--- src/rtl/jtsdram_bank_fill.sv ---
// Bank fill stage: writes a per-pass LFSR pattern to every address of a bank, then starts the checker.
// Optional macro JTSDRAM_FILL_THROTTLE_EN inserts GAP idle cycles between consecutive writes.
module jtsdram_bank_fill #(
  parameter int unsigned AW   = 22,
  parameter logic [15:0] SEED = 16'h0001,
  parameter int unsigned GAP  = 4
) (
  input  logic          rst,
  input  logic          clk,
  input  logic          start,
  output logic [AW-1:0] addr,
  output logic          wr,
  output logic [31:0]   din,
  input  logic          ack,
  input  logic          rdy,
  output logic [15:0]   data_ref,
  output logic          check_start,
  output logic          done,
  output logic [7:0]    passes
);

  localparam logic [15:0] SEED_EFF = (SEED == 16'h0000) ? 16'h0001 : SEED;

  // GAP is a 16-bit idle-cycle count at most.
  if (GAP > 32'd65535) begin : g_gap_range
    $error("jtsdram_bank_fill: GAP out of range");
  end

`ifdef JTSDRAM_FILL_THROTTLE_EN
  typedef enum logic [1:0] {S_IDLE, S_REQ, S_WAIT, S_GAP} state_t;
  localparam int unsigned GW = (GAP > 1) ? $clog2(GAP) : 1;
  logic [GW-1:0] gap_cnt_q, gap_cnt_d;
`else
  typedef enum logic [1:0] {S_IDLE, S_REQ, S_WAIT} state_t;
`endif

  state_t        state_q, state_d;
  logic [AW-1:0] addr_q, addr_d;
  logic          wr_q, wr_d;
  logic [31:0]   din_q, din_d;
  logic [15:0]   ref_q, ref_d;
  logic          cs_q, cs_d;
  logic          done_q, done_d;
  logic [7:0]    passes_q, passes_d;

  function automatic logic [15:0] lfsr(input logic [15:0] r);
    return {1'b0, r[15:1]} ^ (r[0] ? 16'hB400 : 16'h0000);
  endfunction

  always_ff @(posedge clk or posedge rst) begin
    if (rst) begin
      state_q  <= S_IDLE;
      addr_q   <= '0;
      wr_q     <= 1'b0;
      din_q    <= 32'h0;
      ref_q    <= SEED_EFF;
      cs_q     <= 1'b0;
      done_q   <= 1'b1;
      passes_q <= 8'h00;
    end else begin
      state_q  <= state_d;
      addr_q   <= addr_d;
      wr_q     <= wr_d;
      din_q    <= din_d;
      ref_q    <= ref_d;
      cs_q     <= cs_d;
      done_q   <= done_d;
      passes_q <= passes_d;
    end
  end

`ifdef JTSDRAM_FILL_THROTTLE_EN
  always_ff @(posedge clk or posedge rst) begin
    if (rst) gap_cnt_q <= '0;
    else     gap_cnt_q <= gap_cnt_d;
  end
`endif

  always_comb begin
    state_d  = state_q;
    addr_d   = addr_q;
    wr_d     = wr_q;
    din_d    = din_q;
    ref_d    = ref_q;
    cs_d     = 1'b0;
    done_d   = done_q;
    passes_d = passes_q;
`ifdef JTSDRAM_FILL_THROTTLE_EN
    gap_cnt_d = gap_cnt_q;
`endif
    case (state_q)
      S_IDLE: begin
        if (start) begin
          ref_d   = lfsr(ref_q);
          din_d   = {2{lfsr(ref_q)}};
          addr_d  = '0;
          wr_d    = 1'b1;
          done_d  = 1'b0;
          state_d = S_REQ;
        end
      end
      // rdy is not meaningful until the request is accepted
      S_REQ: begin
        if (ack) begin
          wr_d    = 1'b0;
          state_d = S_WAIT;
        end
      end
      S_WAIT: begin
        if (rdy) begin
          if (&addr_q) begin
            done_d   = 1'b1;
            cs_d     = 1'b1;
            passes_d = passes_q + 8'd1;
            state_d  = S_IDLE;
          end else begin
            addr_d = addr_q + AW'(1);
`ifdef JTSDRAM_FILL_THROTTLE_EN
            if (GAP != 0) begin
              gap_cnt_d = GW'(GAP - 1);
              state_d   = S_GAP;
            end else begin
              wr_d    = 1'b1;
              state_d = S_REQ;
            end
`else
            wr_d    = 1'b1;
            state_d = S_REQ;
`endif
          end
        end
      end
`ifdef JTSDRAM_FILL_THROTTLE_EN
      // hold wr low for exactly GAP cycles
      S_GAP: begin
        if (gap_cnt_q == '0) begin
          wr_d    = 1'b1;
          state_d = S_REQ;
        end else begin
          gap_cnt_d = gap_cnt_q - GW'(1);
        end
      end
`endif
      default: state_d = S_IDLE;
    endcase
  end

  assign addr        = addr_q;
  assign wr          = wr_q;
  assign din         = din_q;
  assign data_ref    = ref_q;
  assign check_start = cs_q;
  assign done        = done_q;
  assign passes      = passes_q;

endmodule

--- config.mk ---
export PLATFORM = sky130hd
export DESIGN_NAME = jtsdram_bank_fill
export DESIGN_NICKNAME = d
export VERILOG_FILES = /design/src/rtl/jtsdram_bank_fill.sv
export SDC_FILE = /design/constraint.sdc
export NUM_CORES = 1
export LEC_CHECK = 0
export BUFFER_PORTS_ARGS = -buffer_cell sky130_fd_sc_hd__buf_2
export CAP_MARGIN = 20
export CORE_UTILIZATION = 45
export CTS_CLUSTER_SIZE = 14
export DETAILED_ROUTE_END_ITERATION = 6
export PLACE_DENSITY = 0.72
export SKIP_CTS_REPAIR_TIMING = 1
export SYNTH_ARGS = -nofsm -noshare
export SYNTH_HDL_FRONTEND = slang
export SYNTH_SLANG_ARGS = --single-unit
--- constraint.sdc ---
create_clock -name clk -period 3.5 [get_ports clk]
set_input_delay 0.7 -clock clk [delete_from_list [all_inputs] [get_ports clk]]
set_output_delay 0.7 -clock clk [all_outputs]
set_load 0.02 [all_outputs]
==> Word-level counts from Yosys, hierarchy flattened <==
Index checks and enable logic that the tools add are counted.
{ "word_totals": {"register_bits": 83, "latch_bits": 0, "ramBits": 0, "mem_bits_ro": 0, "inputBits": 5, "out_inout_bits": 81, "word_cells": 50, "memories": 0} }
{ "classes": {"addsub": 2, "mul": 0, "div": 0, "order_cmp": 0, "eq_ne": 7, "shifts": 0, "muxes": 22, "n_bitwise": 1, "n_reduce_logical": 10} }
{ "ops": {"columns": ["operator", "count"], "rows": [
  ["22-bit 2-to-1 mux", 3],
  ["22-bit one-hot mux with 2 select lines", 1],
  ["24-bit AND reduction", 1],
  ["22-bit by 1-bit adder with 22-bit output (second input constant)", 1],
  ["22-bit AND reduction", 1],
  ["16-bit 2-to-1 mux", 1],
  ["15-bit by 16-bit XOR with 16-bit output", 1],
  ["1-bit 2-to-1 mux", 11],
  ["2-bit inequality test (second input constant)", 5],
  ["8-bit by 1-bit adder with 8-bit output (second input constant)", 1],
  ["4-bit AND reduction", 2],
  ["2-bit 2-to-1 mux", 3],
  ["2-bit one-hot mux with 3 select lines", 1],
  ["5-bit AND reduction", 1],
  ["1-bit one-hot mux with 3 select lines", 1],
  ["3-bit AND reduction", 1],
  ["3-bit nonzero test", 1],
  ["2-bit by 1-bit equality test with 1-bit output (second input constant)", 1],
  ["2-bit equality test (second input constant)", 1],
  ["2-bit zero test", 1],
  ["1-bit one-hot mux with 2 select lines", 1],
  ["2-bit AND reduction", 1],
  ["2-bit nonzero test", 1]
]} }

==> Depth between registers and ports, before layout <==
Gate-level depths: netlist of run 1.
{ "logic_depth": {"word_depth": 4, "ltp_mapped": 8, "mapped_depth_nobuf": 6} }

==> Worst setup path after synthesis of run 1 <==
OpenSTA, ideal clock, no wires.
{ "synth_path": {"kind": "reg-to-reg", "startpoint": "reg addr_q[0] (netlist: addr[0])", "endpoint": "reg passes_q[1] (netlist: passes[1])", "setup_time_ns": 0.125, "arrival_ns": 2.107, "required_time_ns": 3.375, "path_slack_ns": 1.269, "path_stages_with_launch": 6, "path_buffers": 0, "synth_period_minus_slack_ns": 2.231, "cell_sequence": "dfrtp_1 > ha_1 > nand3_2 > or4_4 > nor3_4 > mux2_2"} }
{ "synth_via": {"elab_chain_len": 1} }
{ "synth_rtl": {"columns": ["element", "line", "source"], "rows": [
  ["start: declaration", "38", "logic [AW-1:0] addr_q, addr_d;"],
  ["start signal: assignment", "62", "addr_q <= addr_d;"],
  ["24-bit AND reduction (no line)", null, null],
  ["end signal: assignment", "68", "passes_q <= passes_d;"],
  ["end: declaration", "44", "logic [7:0] passes_q, passes_d;"]
]} }
No other way between the ends.
A chain may end at the register's enable or synchronous reset.

==> Worst setup path in the final report of run 1 <==
{ "layout_path": {"startpoint": "reg addr_q[0] (netlist: addr[0])", "endpoint": "reg addr_q[6] (netlist: addr[6])"} }
{ "layout_via": {"elab_chain_len": 4, "elab_cells_between_ends": 7, "cone_classes": "add/sub: 1; eq/ne: 1; mux: 3; reduce/logical: 2"} }
{ "layout_rtl": {"columns": ["element", "line", "source"], "rows": [
  ["22-bit by 1-bit adder with 22-bit output", "117", "addr_d = addr_q + AW'(1);"],
  ["22-bit 2-to-1 mux", "111", "if (&addr_q) begin"],
  ["22-bit 2-to-1 mux", "110", "if (rdy) begin"],
  ["22-bit one-hot mux with 2 select lines", "91", "case (state_q)"]
]} }
Several ways; a longest one is shown, not always the timed one. The select of a mux whose other input is x is not followed.

==> impl_metrics.toml, run 1 <==
[worst_setup_path]
slowest_delay_ps = 550
cp_slowest_cell = "a21o_1"
reg2reg_depth = 6
cp_max_fo = 20
critPathLaunch = "addr[0]"
crit_type = "reg -> reg"
r2r_end = "addr[6]"
crit_chain = "ha_1, nand3_2, nor4_2, a21o_1, nand2_1, a211oi_1"
crit_required_ps = 3710
critPathBufInv = 0
r2r_slack_ps = 940
crit_path_end_kind = "flop"
reg2reg_from = "addr[0]"
arrival_ps = 2780
cp_top_family = "simple AND/OR/NAND/NOR gates"
critPathLaunchType = "flop"

[synthesis]
async_flop_share = 1.00
syn_area_per_cell_um2 = 9.43
ys_ff_latch = 52
synth_top_area_frac = 0.459
ys_warn_count = 0
ys.flop_type = "dfrtp_1"
synthesis.area_mm2 = 0.00273
synth_most_common_cell = "nand2_1"
netlist.top_cell.by_area = "dfrtp_1"
synth_edf_count = 0
syn_inst = 289
synth.distinct_cells = 43
ys_seq_area_frac = 0.478
synth_nets = 296
synth_common_cells = "nand2_1, dfrtp_1, buf_4"
ys_top_cells_by_area = "dfrtp_1, buf_4, nand2_1"

[placement]
port_buffers = 85
place.gp.congestion = 0.839
hpwlAfterDp_um = 4040
dp_cells = 406

[sta]
period_needed_ps = 2560
clock_skew_ps = 7.02
worst_pin_slew_ps = 594
tns_ps = 0
fmax_ghz = 0.391
relSlewSlack = 0.601
slew_viol_final = 0
hold_violations = 0
holdWs_ps = 386
rsz0062_at_grt = "false"
period_share = 0.732
setup_viol = 0

[power_and_ir_drop]
powerDensity_mw_per_mm2 = 439
clkPwrFrac = 0.342
p_sw_uw = 401
p_seq_frac = 0.476
vdd_ir_drop_max_v = 0.000270
sw_frac_of_total = 0.292
intPower_uw = 972
pwr-share-comb = 0.182
finalPower_uw = 1370
leakage_uw = 0.00172

[grt]
grt_max_degree = 53
grt_pass1_vias = 1997
gr-total-overflow = 0
antenna_found_initial = 0
grt_util_all_layers = 0.193
grt_pass1_wl_um = 9490

[cells_and_area]
utilization = 0.551
diodes = 0
syn_to_final_growth_pct = 14.7
instances_no_fill = 414
layout-drive-gt1-share = 0.319
finalNetCount = 349

[status]
status = "finished clean"

[floorplan]
core-area_mm2 = 0.00568
start_util = 0.480
rows = 27
die_y_um = 79.8
die_w_um = 79.8
pin_count = 86
die_area_mm2 = 0.00637

[detailed_routing]
drt_iter0_drc = 130
vias_per_cell = 5.51
routed_wirelength_um = 5800
antenna_left = 0
vias = 2282
wire_per_inst_um = 14.0
dr.pass1.iters = 4
drc_errors = 0

[worst_hold_path]
hold_path_class = "in -> async"

[clocking]
clkSinkCount = 52
cts_made_buffers = 5
clockBufferDepth = 2
cts.clk_slew.worst_paths_ps = 90
worstSkewPairLatency_ps = 300
clockRootBuffer = "clkbuf_8"
cts_tree = "built"
cts_htree_levels = 2

[run]
drv_cap = 0
power by group through the flow:
stage	combinational [uW]	sequential, uW	clock, uW
6_report	250	654	469
3_5_place_dp	249	665	0
5_1_grt	283	660	502
4_1_cts	250	654	481
2_1_floorplan	178	670	0
3_3_place_gp	247	663	0
metrics by stage:
step | setup slack, ps | instance area [um2]
after global placement | 1090 | 2980
after CTS | 929 | 3110
after detailed placement | 966 | 2980
final | 940 | 3130
after floorplan | 1270 | 2730
after global routing | 664 | 3130
cell families (layout without fill, tap and decap cells):
kind of cell,Yosys count,in the layout,share of synthesized area
AO/OA/AOI/OAI,50,50,0.123
adder cells (fa/ha/maj),2,2,0.00918
buffers and inverters,48,101,0.110
multiplexers,2,2,0.00780
AND/OR/NAND/NOR,125,125,0.240
flip-flops,52,52,0.478
XOR/XNOR,10,10,0.0321
worst max-delay path by stage:
stage                      to  slack (ps)  depth (start not counted)
floorplan           passes[1]        1270                          5
global placement      addr[6]        1090                          6
detailed placement    addr[6]         970                          6
CTS                   addr[6]         930                          6
global route          addr[6]         660                          6
finish                addr[6]         940                          6
registers in the layout, summed over array words and instances (netlist names):
name,count
addr,22
din,16
passes,8
state_q,2
check_start,1
data_ref,1
done,1
wr,1
cell type report:
class | instances | area (um2)
Fill cell | 526 | 2550
Sequential cell | 52 | 1300
Multi-Input combinational cell | 189 | 1120
Timing Repair Buffer | 88 | 460
Tap cell | 72 | 90.1
Clock buffer | 5 | 68.8
Clock inverter | 2 | 60.1
Inverter | 6 | 22.5
metal layers:
metal	up-vias	GRT usage	wire [um]
li1	1100	-	-
met4	0	0.0768	103
met3	10	0.0469	401
met5	-	0	0
met2	94	0.307	2720
met1	1078	0.252	2570
cells in the final DEF (no fill, tap or decap), types with 2 or more instances in the layout:
cell / count
a211o_1: 5
a21o_1: 4
a21oi_1: 7
a31oi_1: 12
a41oi_1: 2
and3_1: 9
and4_1: 2
buf_2: 85
buf_4: 2
bufinv_16: 2
clkbuf_8: 5
dfrtp_1: 50
dfstp_2: 2
ha_1: 2
inv_1: 5
nand2_1: 60
nand3_1: 14
nand4_1: 7
nor2_1: 6
nor3_1: 9
nor4_2: 3
o211ai_1: 4
o21ai_0: 7
o22ai_1: 2
o31ai_1: 2
or2_2: 3
or4_1: 5
xnor2_1: 9
(Power assumes the default switching activity.)
==> inputs of run 2 (changes only) <==
clock period = 2.6 ns   (was 3.5 ns; I/O delays follow)
==> run 2 against run 1 <==
Effect of this change:
- routed wire length shrank 0.31%
- global-route usage shrank 0.097 points
- via count shrank 0.53%
- sequential share of layout area is essentially flat
- sequential cell count is the same
- register-to-register slack lost 610 ps
- die area is the same
- critical path depth shrank 1
- design area grew 0.12%
==> impl_metrics.toml, run 2 (synthesis results as in run 1) <==
[power_and_ir_drop]
leakage_uw = 0.00173
vdd_ir_drop_max_v = 0.000272
powerDensity_mw_per_mm2 = 569

[floorplan]
die_area_mm2 = 0.00637
core-area_mm2 = 0.00568
die_w_um = 79.8
pin_count = 86
die_y_um = 79.8
rows = 27
start_util = 0.480

[grt]
grt_pass1_wl_um = 9470
grt_max_degree = 28
antenna_found_initial = 0
grt_pass1_vias = 1992
gr-total-overflow = 0
grt_util_all_layers = 0.192

[placement]
hpwlAfterDp_um = 4110
place.gp.congestion = 0.834
port_buffers = 85
post_dp_cell_area_mm2 = 0.00302

[worst_setup_path]
r2r_end = "passes[1]"
cp_max_fo = 9
critPathLaunchType = "flop"
crit_path_end_kind = "flop"
crit_type = "reg -> reg"
reg2reg_from = "addr[0]"
reg2reg_depth = 5
arrival_ps = 2460
crit_required_ps = 2800
r2r_slack_ps = 330

[detailed_routing]
vias = 2270
wire_per_inst_um = 13.8
vias_per_cell = 5.40
drt_iter0_drc = 108
antenna_left = 0
dr.pass1.iters = 4
routed_wirelength_um = 5780
drc_errors = 0

[cells_and_area]
syn_to_final_growth_pct = 14.9
final_cell_mix = "buf_2, nand2_1, dfrtp_1"
layout-drive-gt1-share = 0.328
layout_commonest_cell = "buf_2"
fill_cells = 537
multi_input_area_mm2 = 0.00112
diodes = 0
finalNetCount = 354
largest_reg_flops = 22
seq_area_mm2 = 0.00130
postLayoutCellArea_mm2 = 0.00313

[sta]
period_share = 0.872
fmax_ghz = 0.441
worst_pin_slew_ps = 579
setup_viol = 0
slew_viol_final = 0
hold_violations = 0
tns_ps = 0
rsz0062_at_grt = "false"
relSlewSlack = 0.611
period_needed_ps = 2270
clock_skew_ps = 7.14

[clocking]
worstSkewPairLatency_ps = 310
cts_made_buffers = 5
clockBufferDepth = 2
clockRootBuffer = "clkbuf_8"
cts.clk_slew.worst_paths_ps = 90
clkSinkCount = 52
cts_tree = "built"
cts_htree_levels = 2

[worst_hold_path]
hold_path_class = "in -> async"

[status]
status = "finished clean"

[run]
drv_cap = 0
## run 2: layout make-up
class,count,area share
sequential,52,0.416
multi-input combinational,189,0.358
inverter,6,0.00719
clock inverter,2,0.0112
tap,72,0.0288
timing repair buffer,93,0.155
clock buffer,6,0.0232
## run 2: worst max-delay path by stage
stage / end / from / slack [ps]
6_report: passes[1] / addr[0] / 330
5_1_grt: addr[21] / addr[1] / 160
4_1_cts: passes[1] / addr[0] / 320
3_5_place_dp: passes[1] / addr[0] / 330
3_3_place_gp: passes[1] / addr[0] / 380
2_1_floorplan: passes[1] / addr[0] / 370
## run 2: metrics by stage
step | setup slack (ps) | instances | util | hold WS (ps) | total power [uW]
after global routing | 159 | 420 | 0.552 | 272 | 1870
final | 332 | 420 | 0.552 | 231 | 1780
after CTS | 316 | 420 | 0.552 | 253 | 1810
after floorplan | 369 | 289 | - | 550 | 1140
after detailed placement | 334 | 412 | 0.533 | 460 | 1260
after global placement | 381 | 412 | 0.533 | 463 | 1250
## run 2: critical path, stage by stage, from the launching register on
cell and delay [ps]:
dfrtp_1 430, ha_1 220, nand3_2 200, or4_4 590
nor3_4 340, mux2_2 380
## run 2: routing by layer
metal	wire [um]	global-route usage	part of all wire
met5	0	0	0
met4	69	0.0643	0.012
met3	349	0.0377	0.060
met2	2710	0.328	0.47
met1	2650	0.242	0.46
## run 2: where the power goes
group | switching (uW) | internal, uW
clock | 258 | 286
sequential | 40.4 | 841
combinational | 256 | 101
total | 554 | 1230
==> inputs of run 3 (changes only) <==
ABC_AREA = 1   (was not set)
CTS_BUF_LIST = sky130_fd_sc_hd__clkbuf_8   (was not set)
PLACE_DENSITY = 0.71   (was 0.72)
RECOVER_POWER = 100   (was not set)
==> run 3 against run 2 <==
Effect of this change:
- non-clock buffer count fell by 5
- die area rose by 7.8%
- critical path type unchanged
- sequential cell count did not move
- the run now ends with max-capacitance violations, max-slew violations left
- first-iteration DRC count rose by 39%
- maximum frequency rose by 11%
- combinational power rose to 3.0 times the previous value
- via count rose by 11%
- highest routed layer unchanged
==> impl_metrics.toml, run 3 <==
[cells_and_area]
utilization = 0.505
final_cell_mix = "nand2_1, clkbuf_1, dfrtp_1"
finalNetCount = 447
largest_reg_flops = 22
syn_to_final_growth_pct = 8.88
layout-drive-gt1-share = 0.0522
layout_commonest_cell = "nand2_1"
diodes = 0

[synthesis]
synth_top_area_frac = 0.425
synth_nets = 389
ys_warn_count = 0
syn_area_per_cell_um2 = 7.71
synth_edf_count = 0
synth.distinct_cells = 25
netlist.top_cell.by_area = "dfrtp_1"
async_flop_share = 1.00
synthesis.area_mm2 = 0.00295
syn_inst = 382
ys_seq_area_frac = 0.443
synth_most_common_cell = "nand2_1"
ys_ff_latch = 52
ys_top_cells_by_area = "dfrtp_1, nand2_1, buf_4"
ys.flop_type = "dfrtp_1"
synth_common_cells = "nand2_1, dfrtp_1, buf_4"

[floorplan]
core-area_mm2 = 0.00635
start_util = 0.464
rows = 29
die_y_um = 82.9
die_area_mm2 = 0.00687
pin_count = 86
die_w_um = 82.9

[worst_setup_path]
reg2reg_depth = 8
crit_type = "reg -> reg"
crit_path_end_kind = "flop"
crit_required_ps = 2780
reg2reg_from = "addr[0]"
arrival_ps = 2230
cp_max_fo = 28
critPathLaunchType = "flop"
r2r_end = "addr[4]"
r2r_slack_ps = 550

[power_and_ir_drop]
vdd_ir_drop_max_v = 0.000534
leakage_uw = 0.00162
powerDensity_mw_per_mm2 = 850

[clocking]
cts.clk_slew.worst_paths_ps = 90
cts_tree = "built"
clockRootBuffer = "clkbuf_8"
clockBufferDepth = 2
clkSinkCount = 52
worstSkewPairLatency_ps = 310
cts_htree_levels = 2
cts_made_buffers = 5

[detailed_routing]
antenna_left = 0
vias = 2531
vias_per_cell = 4.89
drt_iter0_drc = 150
drc_errors = 0
routed_wirelength_um = 6260
wire_per_inst_um = 12.1
dr.pass1.iters = 4

[grt]
gr-total-overflow = 0
grt_pass1_vias = 2223
grt_util_all_layers = 0.188
antenna_found_initial = 0
grt_pass1_wl_um = 10600
grt_max_degree = 44

[sta]
slew_viol_final = 44
relSlewSlack = -0.0888
worst_pin_slew_ps = 1630
period_share = 0.789
fmax_ghz = 0.488
period_needed_ps = 2050
setup_viol = 0
clock_skew_ps = 4.17
hold_violations = 0
holdWs_ps = 472
tns_ps = 0
rsz0062_at_grt = "false"

[placement]
hpwlAfterDp_um = 4480
port_buffers = 85
place.gp.congestion = 0.857

[worst_hold_path]
hold_start = "ack"
hold_path_class = "in -> reg"
min_to = "state_q[0]"
hold_path_depth = 3

[run]
drv_cap = 1

[status]
status = "finished, violations left"
failed_checks = "max-capacitance violations, max-slew violations"
## run 3: critical path, stage by stage (launching register included)
cell and delay, ps:
dfrtp_1 440, ha_1 210, nand3_1 150, inv_1 150
nand2_4 100, nor2_8 190, nand3_4 110, nand2_2 410
o21ai_0 150
## run 3: layout make-up
cell class | instances | area (um2)
clock inverter | 3 | 38.8
fill | 676 | 3140
timing repair buffer | 88 | 337
sequential | 52 | 1300
clock buffer | 5 | 68.8
tap | 77 | 96.3
multi-input combinational | 261 | 1240
inverter | 32 | 120
## run 3: layer usage
| layer | global-route usage | wire [um] | vias up | share of wire |
|---|---|---|---|---|
| met5 | 0 | 0 | - | 0 |
| met4 | 0.0486 | 71 | 0 | 0.011 |
| met3 | 0.0417 | 369 | 7 | 0.059 |
| met2 | 0.306 | 2950 | 81 | 0.47 |
| met1 | 0.255 | 2870 | 1171 | 0.46 |
| li1 | - | - | 1272 | - |
## run 3: through the flow
stage	power, uW	instances	instance area [um2]	setup slack [ps]
5_1_grt	2920	518	3210	302
6_report	2730	518	3210	550
4_1_cts	2840	518	3330	653
2_1_floorplan	2170	382	2950	825
3_3_place_gp	2270	510	3220	754
3_5_place_dp	2290	510	3220	670
## run 3: worst max-delay path by stage
stage | depth (start not counted) | start | to
6_report | 8 | addr[0] | addr[4]
4_1_cts | 8 | addr[0] | addr[20]
2_1_floorplan | 1 | rst | addr[0]
3_5_place_dp | 8 | addr[0] | addr[20]
3_3_place_gp | 8 | addr[0] | addr[19]
5_1_grt | 8 | addr[0] | addr[4]
## run 3: cell families after synthesis
group | synth area share
XOR/XNOR | 0.0654
AO/OA/AOI/OAI | 0.0306
flip-flops | 0.443
adder cells (fa/ha/maj) | 0.00849
buffers and inverters | 0.133
AND/OR/NAND/NOR | 0.320
## run 3: where the power goes
part | internal (uW) | total, uW | switching (uW)
sequential | 950 | 1110 | 158
clock | 282 | 555 | 272
combinational | 249 | 1060 | 813
